## src/rtl/imem_loader_if.sv

```systemverilog
`default_nettype none
// ============================================================================
//  Module      : imem_loader_if
//  Description : Byte-stream handshake and instruction-memory write bus used
//                by the program loader. The slave modport is the loader's
//                view; the master modport is the stream source / memory side.
//  Revision    : 1.0 - initial release
// ============================================================================
interface imem_loader_if #(
  parameter int ADDR_WIDTH = 8
) ();
  logic                  in_valid;
  logic [7:0]            in_data;
  logic                  in_ready;
  logic                  mem_we;
  logic [ADDR_WIDTH-1:0] mem_addr;
  logic [31:0]           mem_wdata;

  modport master (
    output in_valid,
    output in_data,
    input  in_ready,
    input  mem_we,
    input  mem_addr,
    input  mem_wdata
  );

  modport slave (
    input  in_valid,
    input  in_data,
    output in_ready,
    output mem_we,
    output mem_addr,
    output mem_wdata
  );
endinterface
`default_nettype wire

```

## src/rtl/imem_loader.sv

```systemverilog
`default_nettype none
// ============================================================================
//  Module      : imem_loader
//  Description : Length-prefixed byte-stream loader for instruction memory.
//                Packs bytes little-endian into 32-bit words written to
//                sequential word addresses from 0, and holds the core in reset
//                until a complete image is in memory.
//                Optional feature macro: IMEM_LOADER_CHECKSUM_EN adds a
//                trailing XOR checksum byte over the payload.
//  Revision    : 1.0 - initial release
// ============================================================================
module imem_loader #(
  parameter int ADDR_WIDTH = 8
) (
  input  wire                 clk,
  input  wire                 reset,
  input  wire                 reload,
  imem_loader_if.slave        bus,
  output logic                core_reset,
  output logic                load_done,
  output logic                load_error,
  output logic [ADDR_WIDTH:0] words_loaded
);

  typedef enum logic [2:0] {
    S_LEN0 = 3'd0,
    S_LEN1 = 3'd1,
    S_DATA = 3'd2,
    S_CSUM = 3'd3,
    S_DONE = 3'd4,
    S_ERR  = 3'd5
  } state_t;

  // Largest legal word count, widened so the 16-bit length compares cleanly.
  localparam logic [16:0] CAPACITY = 17'd1 << ADDR_WIDTH;

`ifdef IMEM_LOADER_CHECKSUM_EN
  localparam state_t S_AFTER_PAYLOAD = S_CSUM;
`else
  localparam state_t S_AFTER_PAYLOAD = S_DONE;
`endif

  state_t                state_q, state_d;
  logic [1:0]            byte_cnt_q, byte_cnt_d;
  logic [ADDR_WIDTH:0]   word_cnt_q, word_cnt_d;
  logic [7:0]            len_lo_q, len_lo_d;
  logic [15:0]           len_q, len_d;
  logic [23:0]           data_q, data_d;
  logic                  mem_we_q, mem_we_d;
  logic [ADDR_WIDTH-1:0] mem_addr_q, mem_addr_d;
  logic [31:0]           mem_wdata_q, mem_wdata_d;
  logic                  in_ready_q, in_ready_d;
  logic                  core_reset_q, core_reset_d;
  logic                  load_done_q, load_done_d;
  logic                  load_error_q, load_error_d;
`ifdef IMEM_LOADER_CHECKSUM_EN
  logic [7:0]            csum_q, csum_d;
`endif

  logic        accept;
  logic [15:0] len_new;
  logic        last_word;

  // in_ready is a flop, so a transfer never depends combinationally on in_valid.
  assign accept    = bus.in_valid && in_ready_q;
  assign len_new   = {bus.in_data, len_lo_q};
  assign last_word = (17'(word_cnt_q) + 17'd1) == 17'(len_q);

  // Next-state, datapath and registered-output computation.
  always_comb begin
    state_d     = state_q;
    byte_cnt_d  = byte_cnt_q;
    word_cnt_d  = word_cnt_q;
    len_lo_d    = len_lo_q;
    len_d       = len_q;
    data_d      = data_q;
    mem_we_d    = 1'b0;
    mem_addr_d  = mem_addr_q;
    mem_wdata_d = mem_wdata_q;
`ifdef IMEM_LOADER_CHECKSUM_EN
    csum_d      = csum_q;
`endif

    case (state_q)
      S_LEN0: begin
        if (accept) begin
          len_lo_d = bus.in_data;
          state_d  = S_LEN1;
        end
      end

      S_LEN1: begin
        if (accept) begin
          len_d      = len_new;
          byte_cnt_d = 2'd0;
          word_cnt_d = '0;
          if (17'(len_new) > CAPACITY) begin
            state_d = S_ERR;
          end else if (len_new == 16'd0) begin
            state_d = S_AFTER_PAYLOAD;
          end else begin
            state_d = S_DATA;
          end
        end
      end

      S_DATA: begin
        if (accept) begin
`ifdef IMEM_LOADER_CHECKSUM_EN
          csum_d = csum_q ^ bus.in_data;
`endif
          byte_cnt_d = byte_cnt_q + 2'd1;
          case (byte_cnt_q)
            2'd0: data_d[7:0]   = bus.in_data;
            2'd1: data_d[15:8]  = bus.in_data;
            2'd2: data_d[23:16] = bus.in_data;
            default: begin
              // Fourth byte completes the word: write it and advance.
              mem_we_d    = 1'b1;
              mem_addr_d  = word_cnt_q[ADDR_WIDTH-1:0];
              mem_wdata_d = {bus.in_data, data_q};
              word_cnt_d  = word_cnt_q + (ADDR_WIDTH+1)'(1);
              if (last_word) begin
                state_d = S_AFTER_PAYLOAD;
              end
            end
          endcase
        end
      end

`ifdef IMEM_LOADER_CHECKSUM_EN
      S_CSUM: begin
        if (accept) begin
          state_d = (bus.in_data == csum_q) ? S_DONE : S_ERR;
        end
      end
`endif

      S_DONE, S_ERR: begin
        if (reload) begin
          state_d    = S_LEN0;
          byte_cnt_d = 2'd0;
          word_cnt_d = '0;
`ifdef IMEM_LOADER_CHECKSUM_EN
          csum_d     = 8'd0;
`endif
        end
      end

      default: begin
        state_d = S_LEN0;
      end
    endcase

    // Status outputs are registered copies of the upcoming state.
    in_ready_d   = (state_d == S_LEN0) || (state_d == S_LEN1) ||
                   (state_d == S_DATA) || (state_d == S_CSUM);
    core_reset_d = (state_d != S_DONE);
    load_done_d  = (state_d == S_DONE);
    load_error_d = (state_d == S_ERR);
  end

  // State and output registers with synchronous reset.
  always_ff @(posedge clk) begin
    if (reset) begin
      state_q      <= S_LEN0;
      byte_cnt_q   <= 2'd0;
      word_cnt_q   <= '0;
      len_lo_q     <= 8'd0;
      len_q        <= 16'd0;
      data_q       <= 24'd0;
      mem_we_q     <= 1'b0;
      mem_addr_q   <= '0;
      mem_wdata_q  <= 32'd0;
      in_ready_q   <= 1'b1;
      core_reset_q <= 1'b1;
      load_done_q  <= 1'b0;
      load_error_q <= 1'b0;
`ifdef IMEM_LOADER_CHECKSUM_EN
      csum_q       <= 8'd0;
`endif
    end else begin
      state_q      <= state_d;
      byte_cnt_q   <= byte_cnt_d;
      word_cnt_q   <= word_cnt_d;
      len_lo_q     <= len_lo_d;
      len_q        <= len_d;
      data_q       <= data_d;
      mem_we_q     <= mem_we_d;
      mem_addr_q   <= mem_addr_d;
      mem_wdata_q  <= mem_wdata_d;
      in_ready_q   <= in_ready_d;
      core_reset_q <= core_reset_d;
      load_done_q  <= load_done_d;
      load_error_q <= load_error_d;
`ifdef IMEM_LOADER_CHECKSUM_EN
      csum_q       <= csum_d;
`endif
    end
  end

  assign bus.in_ready  = in_ready_q;
  assign bus.mem_we    = mem_we_q;
  assign bus.mem_addr  = mem_addr_q;
  assign bus.mem_wdata = mem_wdata_q;
  assign core_reset    = core_reset_q;
  assign load_done     = load_done_q;
  assign load_error    = load_error_q;
  assign words_loaded  = word_cnt_q;

endmodule
`default_nettype wire

```

## src/flat_wrapper.sv

```systemverilog
// flat-port wrapper written by rule: the top's interface ports become plain ports
module imem_loader_flat 
#(
  parameter int ADDR_WIDTH = 8
)
  (clk, reset, reload, core_reset, load_done, load_error, words_loaded, bus_in_valid, bus_in_data, bus_in_ready, bus_mem_we, bus_mem_addr, bus_mem_wdata);
  imem_loader_if #(.ADDR_WIDTH(ADDR_WIDTH)) bus_i ();
  input  wire clk;
  input  wire reset;
  input  wire reload;
  output logic core_reset;
  output logic load_done;
  output logic load_error;
  output logic [ADDR_WIDTH:0] words_loaded;
  input wire logic [$bits(bus_i.in_valid)-1:0] bus_in_valid;
  input wire logic [$bits(bus_i.in_data)-1:0] bus_in_data;
  output wire logic [$bits(bus_i.in_ready)-1:0] bus_in_ready;
  output wire logic [$bits(bus_i.mem_we)-1:0] bus_mem_we;
  output wire logic [$bits(bus_i.mem_addr)-1:0] bus_mem_addr;
  output wire logic [$bits(bus_i.mem_wdata)-1:0] bus_mem_wdata;
  assign bus_i.in_valid = bus_in_valid;
  assign bus_i.in_data = bus_in_data;
  assign bus_in_ready = bus_i.in_ready;
  assign bus_mem_we = bus_i.mem_we;
  assign bus_mem_addr = bus_i.mem_addr;
  assign bus_mem_wdata = bus_i.mem_wdata;
  imem_loader #(.ADDR_WIDTH(ADDR_WIDTH)) u_core (.clk(clk), .reset(reset), .reload(reload), .bus(bus_i), .core_reset(core_reset), .load_done(load_done), .load_error(load_error), .words_loaded(words_loaded));
endmodule
```

## config.mk

```make
export PLATFORM = sky130hd
export DESIGN_NAME = imem_loader_flat
export DESIGN_NICKNAME = d
export VERILOG_FILES = /design/src/rtl/imem_loader_if.sv /design/src/rtl/imem_loader.sv /design/src/flat_wrapper.sv
export SDC_FILE = /design/constraint.sdc
export NUM_CORES = 1
export LEC_CHECK = 0
export BUFFER_PORTS_ARGS = -buffer_cell sky130_fd_sc_hd__clkbuf_2
export CORE_ASPECT_RATIO = 1.4
export CORE_MARGIN = 4
export CORE_UTILIZATION = 43
export DETAILED_ROUTE_END_ITERATION = 10
export PLACE_DENSITY = 0.65
export SKIP_LAST_GASP = 1
export SYNTH_ARGS = -nofsm -noshare
export SYNTH_HDL_FRONTEND = slang
export SYNTH_SLANG_ARGS = --single-unit
```

## constraint.sdc

```tcl
create_clock -name clk -period 2.2 [get_ports clk]
set_clock_uncertainty 0.2 [all_clocks]
set_input_delay 0.55 -clock clk [delete_from_list [all_inputs] [get_ports clk]]
set_output_delay 0.55 -clock clk [all_outputs]
set_load 0.005 [all_outputs]
```

# ---- After elaboration in Yosys (flattened, before gate mapping)
# Cells that the tools add are included.
dict set report word_totals {
  wordCells 78
  in_bits 12
  out_inout_bits 54
  register_bits 107
}
dict set report classes {
  order_cmp 1
  reduce_logical 20
  n_eq_ne 17
  bitwise 3
  n_mux 19
  add_sub_neg 3
}
# operator count
set ops {}
lappend ops {{9-bit two-way mux} 4}
lappend ops {{9-bit one-hot mux with 3 select lines} 1}
lappend ops {{3-bit two-way mux} 8}
lappend ops {{17-bit by 16-bit == test with 1-bit output} 1}
lappend ops {{16-bit by 9-bit greater-than comparator with 1-bit output, second input constant} 1}
lappend ops {{16-bit logical NOT} 1}
lappend ops {{3-bit == test, second input constant} 4}
lappend ops {{3-bit one-hot mux with 4 select lines} 1}
lappend ops {{3-bit AND reduction} 4}
lappend ops {{9-bit by 1-bit adder with 10-bit output, second input constant} 1}
lappend ops {{9-bit by 1-bit adder with 9-bit output, second input constant} 1}
lappend ops {{3-bit by 2-bit == test with 1-bit output, second input constant} 3}
lappend ops {{3-bit by 1-bit == test with 1-bit output, second input constant} 2}
lappend ops {{3-bit logical NOT} 2}
lappend ops {{2-bit two-way mux} 3}
lappend ops {{2-bit one-hot mux with 3 select lines} 1}
lappend ops {{3-bit OR reduction} 2}
lappend ops {{5-bit AND reduction} 1}
lappend ops {{2-bit by 1-bit != test with 1-bit output, second input constant} 2}
lappend ops {{2-bit != test, second input constant} 2}
lappend ops {{2-bit AND reduction} 2}
lappend ops {{4-bit AND reduction} 1}
lappend ops {{1-bit logical OR} 3}
lappend ops {{3-bit != test, second input constant} 1}
lappend ops {{other kinds (9)} 11}

# ---- Longest topological paths before layout
dict set report depth {
  ltp_word 10
  ltp_mapped 8
  ltp_nobuf 7
}

# ---- Worst setup path after synthesis
# Ideal clock, no wire load.
dict set report synth_path {
  path_type {register -> register}
  start {register u_core.word_cnt_q[0] (netlist: u_core.words_loaded[0])}
  end {register u_core.load_done_q (netlist: u_core.load_done)}
  path_stages_with_launch 8
  setup_time_ps 61
  t_required_ps 1939
  path_slack_ps -2
  path_buffers 0
  synth_period_minus_slack_ps 2202
  t_arrival_ps 1941
  path_cell_list {dfxtp_1 -> ha_1 -> nand2_1 -> or3_1 -> o32ai_1 -> a31oi_1 -> o31ai_4 -> and2_1}
}
dict set report synth_between {
  elab_chain_len 7
}
# element line
set synth_lines {}
lappend synth_lines {{start, declared} imem_loader.sv:45} ;# logic [ADDR_WIDTH:0] word_cnt_q, word_cnt_d;
lappend synth_lines {{start signal, assigned} imem_loader.sv:185} ;# word_cnt_q <= word_cnt_d;
lappend synth_lines {{9-bit by 1-bit adder with 10-bit output} imem_loader.sv:67} ;# assign last_word = (17'(word_cnt_q) + 17'd1) == 17'(len_q);
lappend synth_lines {{17-bit by 16-bit == test with 1-bit output} imem_loader.sv:67}
lappend synth_lines {{3-bit two-way mux} imem_loader.sv:123} ;# if (last_word) begin
lappend synth_lines {{3-bit two-way mux} imem_loader.sv:113} ;# case (byte_cnt_q)
lappend synth_lines {{3-bit two-way mux} imem_loader.sv:108} ;# if (accept) begin
lappend synth_lines {{3-bit one-hot mux with 4 select lines} imem_loader.sv:84} ;# case (state_q)
lappend synth_lines {{3-bit == test} imem_loader.sv:159} ;# load_done_d = (state_d == S_DONE);
lappend synth_lines {{end signal, assigned} imem_loader.sv:194} ;# load_done_q <= load_done_d;
lappend synth_lines {{end, declared} imem_loader.sv:54} ;# logic load_done_q, load_done_d;
# No other way between the ends.
# A chain may end at the register's enable or synchronous reset.

# ---- Worst setup path in the final report
dict set report layout_path {
  start {register u_core.len_lo_q[3]}
  end {register u_core.load_done_q (netlist: u_core.load_done)}
}
dict set report layout_between {
  elab_chain_len 6
  word_cells_on_any_way 7
  classes_between {order compare: 1; eq/ne: 1; mux: 4; reduce/logical: 1}
}
# element line
set layout_lines {}
lappend layout_lines {{start, declared} imem_loader.sv:46} ;# logic [7:0] len_lo_q, len_lo_d;
lappend layout_lines {{start signal, assigned} imem_loader.sv:186} ;# len_lo_q <= len_lo_d;
lappend layout_lines {{branches (longest 2 deep; another with 16-bit by 9-bit greater-than comparator with 1-bit output)} n/a}
lappend layout_lines {{3-bit two-way mux *} imem_loader.sv:97} ;# if (17'(len_new) > CAPACITY) begin
lappend layout_lines {{3-bit two-way mux *} imem_loader.sv:93} ;# if (accept) begin
lappend layout_lines {{3-bit one-hot mux with 4 select lines *} imem_loader.sv:84}
lappend layout_lines {{3-bit == test *} imem_loader.sv:159}
# Mark *: on every way between the ends.

==> results.cfg <==
[sta]
worst_pin_slew_ps = 540
rsz0062_at_grt = yes
setup_viol = 0
final.period_utilization_pct = 98.1
fmax_mhz = 463
finalHoldViolCount = 0
fin_ws_ps = 41.5
min_period_ps = 2160
maxSlewHeadroom_pct = 64.0
setup_tns_ps = 0
drv_slew = 0

[yosys]
synth_ff_type = dfxtp_1
synth_cell_types = 49
synth_top_cell_area_share_pct = 48.9
synth_seq_cells = 107
yosysTopAreaCell = dfxtp_1
synth-async-reset-ratio_pct = 0
syn_area_sq_um = 4380
syn_avg_cell_area_sq_um = 8.35
ys_warn_count = 0
synth_area_leaders = dfxtp_1 (49%), nand2_1 (10%), a21oi_1 (8.6%)
synth_fp_nets = 542
yosysMostFrequentCell = nand2_1
ys_seq_area_share_pct = 48.9
synth_cells = 525
synth_common_cells = nand2_1 (118), dfxtp_1 (107), a21oi_1 (75), nor2_1 (43), nand3_1 (28)
synth_edf_count = 0

[route]
via_per_inst = 5.14
dr.pass1.iters = 4
drtIter0Drc = 162
antenna_left = 0
drc_errors = 0
routed_wl_mm = 10.7
wl_per_cell_microns = 14.4
vias = 3821

[critical_path]
endpoint_kind = flip-flop
crit_start = u_core.len_lo_q[3]
r2r_start = u_core.len_lo_q[3]
critPathMaxFanout = 5
reg2reg_depth = 6
path_buf_inv = 0
crit_end = u_core.load_done
setup.worst_path.start_class = flip-flop
cp_slowest_stage_delay_ps = 550
slowest_stage = or4_4
r2r-end = u_core.load_done
crit_family = simple AND/OR/NAND/NOR gates
cp_num_cells = 6
crit_type = reg -> reg
cp_data_arrival_time_ps = 2250
crit_required_ps = 2290
ff2ff_setup_slack_ps = 40
critical_path.cell_chain = or4_4 -> nor3_2 -> o311ai_2 -> a211o_1 -> o31ai_4 -> and2_4

[power_and_ir_drop]
cellPowerDensity_nw_per_um2 = 716
ir_drop_mv = 0.376
p_leak_nw = 2.03

[clocking]
cts.sinks = 107
cts_tree = built
cts_root_buf = clkbuf_16
cts_hold_buffers = 0
htree_levels = 3
cts_inserted_buffers = 9
clk_path_buf_depth = 2
clkLatencyLatePin_ps = 340
clkSlewWorstSetupHoldPaths_ps = 70

[global_routing]
grt_pass1_wl_mm = 17.8
grt.overflow.total = 0
antenna_found_initial = 0
grt_start_max_net_pins = 55
grt_usage_pct = 18.6
grt_pass1_vias = 3595

[final_layout]
n_antenna_cell = 0
syn_to_final_growth_pct = 23.2
postLayoutCoreUtil_pct = 54.3
regArea_sq_um = 2150
layout.cells.non_filler = 744
stdcell_area_sq_um = 5400
multi_input_area_sq_um = 2120
fillers = 961
nets = 621
drive_above_1_share_pct = 23.6

[place]
place_area_sq_um = 5010
dp_hpwl_mm = 7.63
dp_cells = 727
port_buffers = 65
pre_cts_ws_ps = -70.5
gp_congestion = 0.811

[die]
dieHeight_microns = 127
design.core.area_sq_um = 9950
rows = 43
die-area_sq_um = 11900
ios = 66
die_x_microns = 93.3
start_util_pct = 44.0

[run_status]
outcome = finished clean

[min_path]
min-delay-start = u_core.data_q[5]
holdCritPathClass = reg -> reg

[flow_run]
maxCapViolations = 0
-- cells by family (layout without fill, tap and decap cells) --
group | count (synthesis) | count (layout) | share of synthesized area [%]
simple gates | 234 | 234 | 24.4
flops | 107 | 107 | 48.9
compound gates | 102 | 102 | 13.4
buf+inv | 43 | 127 | 4.34
xor+xnor | 10 | 10 | 2.00
fa+ha+maj | 5 | 5 | 1.43
mux | 24 | 24 | 5.48
-- registers in the layout (all words and copies together) (netlist names) --
name                  cells
u_core.words_loaded       9
u_core.bus.mem_wdata     32
u_core.data_q            24
u_core.len_q             16
u_core.load_error         1
u_core.byte_cnt_q         2
u_core.bus.mem_addr       8
u_core.len_lo_q           8
u_core.bus.mem_we         1
u_core.load_done          1
u_core.state_q            3
u_core.core_reset         1
u_core.bus.in_ready       1
-- cell usage in the layout, fill, tap and decap left out, types with 3 or more instances in the layout --
cell / count
buf_4: 37
nor3_1: 7
nand3_1: 27
and3_1: 3
nand3b_1: 4
clkbuf_16: 9
o21ai_0: 7
dfxtp_1: 104
nand2b_1: 4
nor4_1: 3
dfxtp_4: 3
mux2i_1: 24
nand2_1: 116
ha_1: 4
a21oi_1: 75
xor2_1: 5
nand4_1: 4
clkbuf_2: 64
inv_1: 8
nor2_1: 43
xnor2_1: 5
-- where the power goes --
group	leakage, nW	total (W)	switching [W]	internal [W]
clock network	0.144	0.00163	0.000706	0.000920
registers	0.867	0.00198	0.0000186	0.00196
logic	1.02	0.000261	0.000147	0.000114
total	2.03	0.00387	0.000872	0.00299
-- cell type report --
type                       count  share of cell area, %
tap                          135                   3.13
multi-input combinational    375                   39.3
clock inverter                 5                   1.14
timing repair buffer         103                   11.5
inverter                       8                  0.556
clock buffer                  11                   4.49
sequential                   107                   39.9
-- worst min-delay path by stage --
| stage | end | depth (start not counted) |
|---|---|---|
| 3_3_place_gp | u_core.bus.mem_wdata[17] | 2 |
| 6_report | u_core.bus.mem_wdata[5] | 2 |
| 4_1_cts | u_core.data_q[10] | 2 |
| 5_1_grt | u_core.bus.mem_wdata[13] | 2 |
| 3_5_place_dp | u_core.data_q[10] | 2 |
| 2_1_floorplan | u_core.bus.mem_wdata[0] | 2 |
-- stage by stage --
stage	power, W	hold slack, ps
after floorplan	0.00217	232
after global placement	0.00227	244
after detailed placement	0.00227	247
after CTS	0.00390	256
after global routing	0.00404	269
final	0.00387	253
-- worst register-to-register path, cell delays in order (launching register included) --
cell	delay, ps
dfxtp_1	320
or4_4	550
nor3_2	280
o311ai_2	140
a211o_1	340
o31ai_4	90
and2_4	180
-- timing repair --
item / in CTS / in global routing
resized for setup: 7 / 13
setup buffers: 0 / 1
hold endpoints to repair: 0 / 0
pin swaps: 1 / 3
endpoints found under the setup margin: 5 / 6
-- layer usage --
| metal | routed length, microns | vias up | track usage (%) |
|---|---|---|---|
| met5 | 0 | - | 0 |
| met4 | 194 | 0 | 6.47 |
| met3 | 404 | 17 | 3.95 |
| met2 | 5560 | 76 | 32.6 |
| met1 | 4570 | 1794 | 22.4 |
| li1 | - | 1934 | - |
No activity file was read; power rests on OpenSTA's default activity.
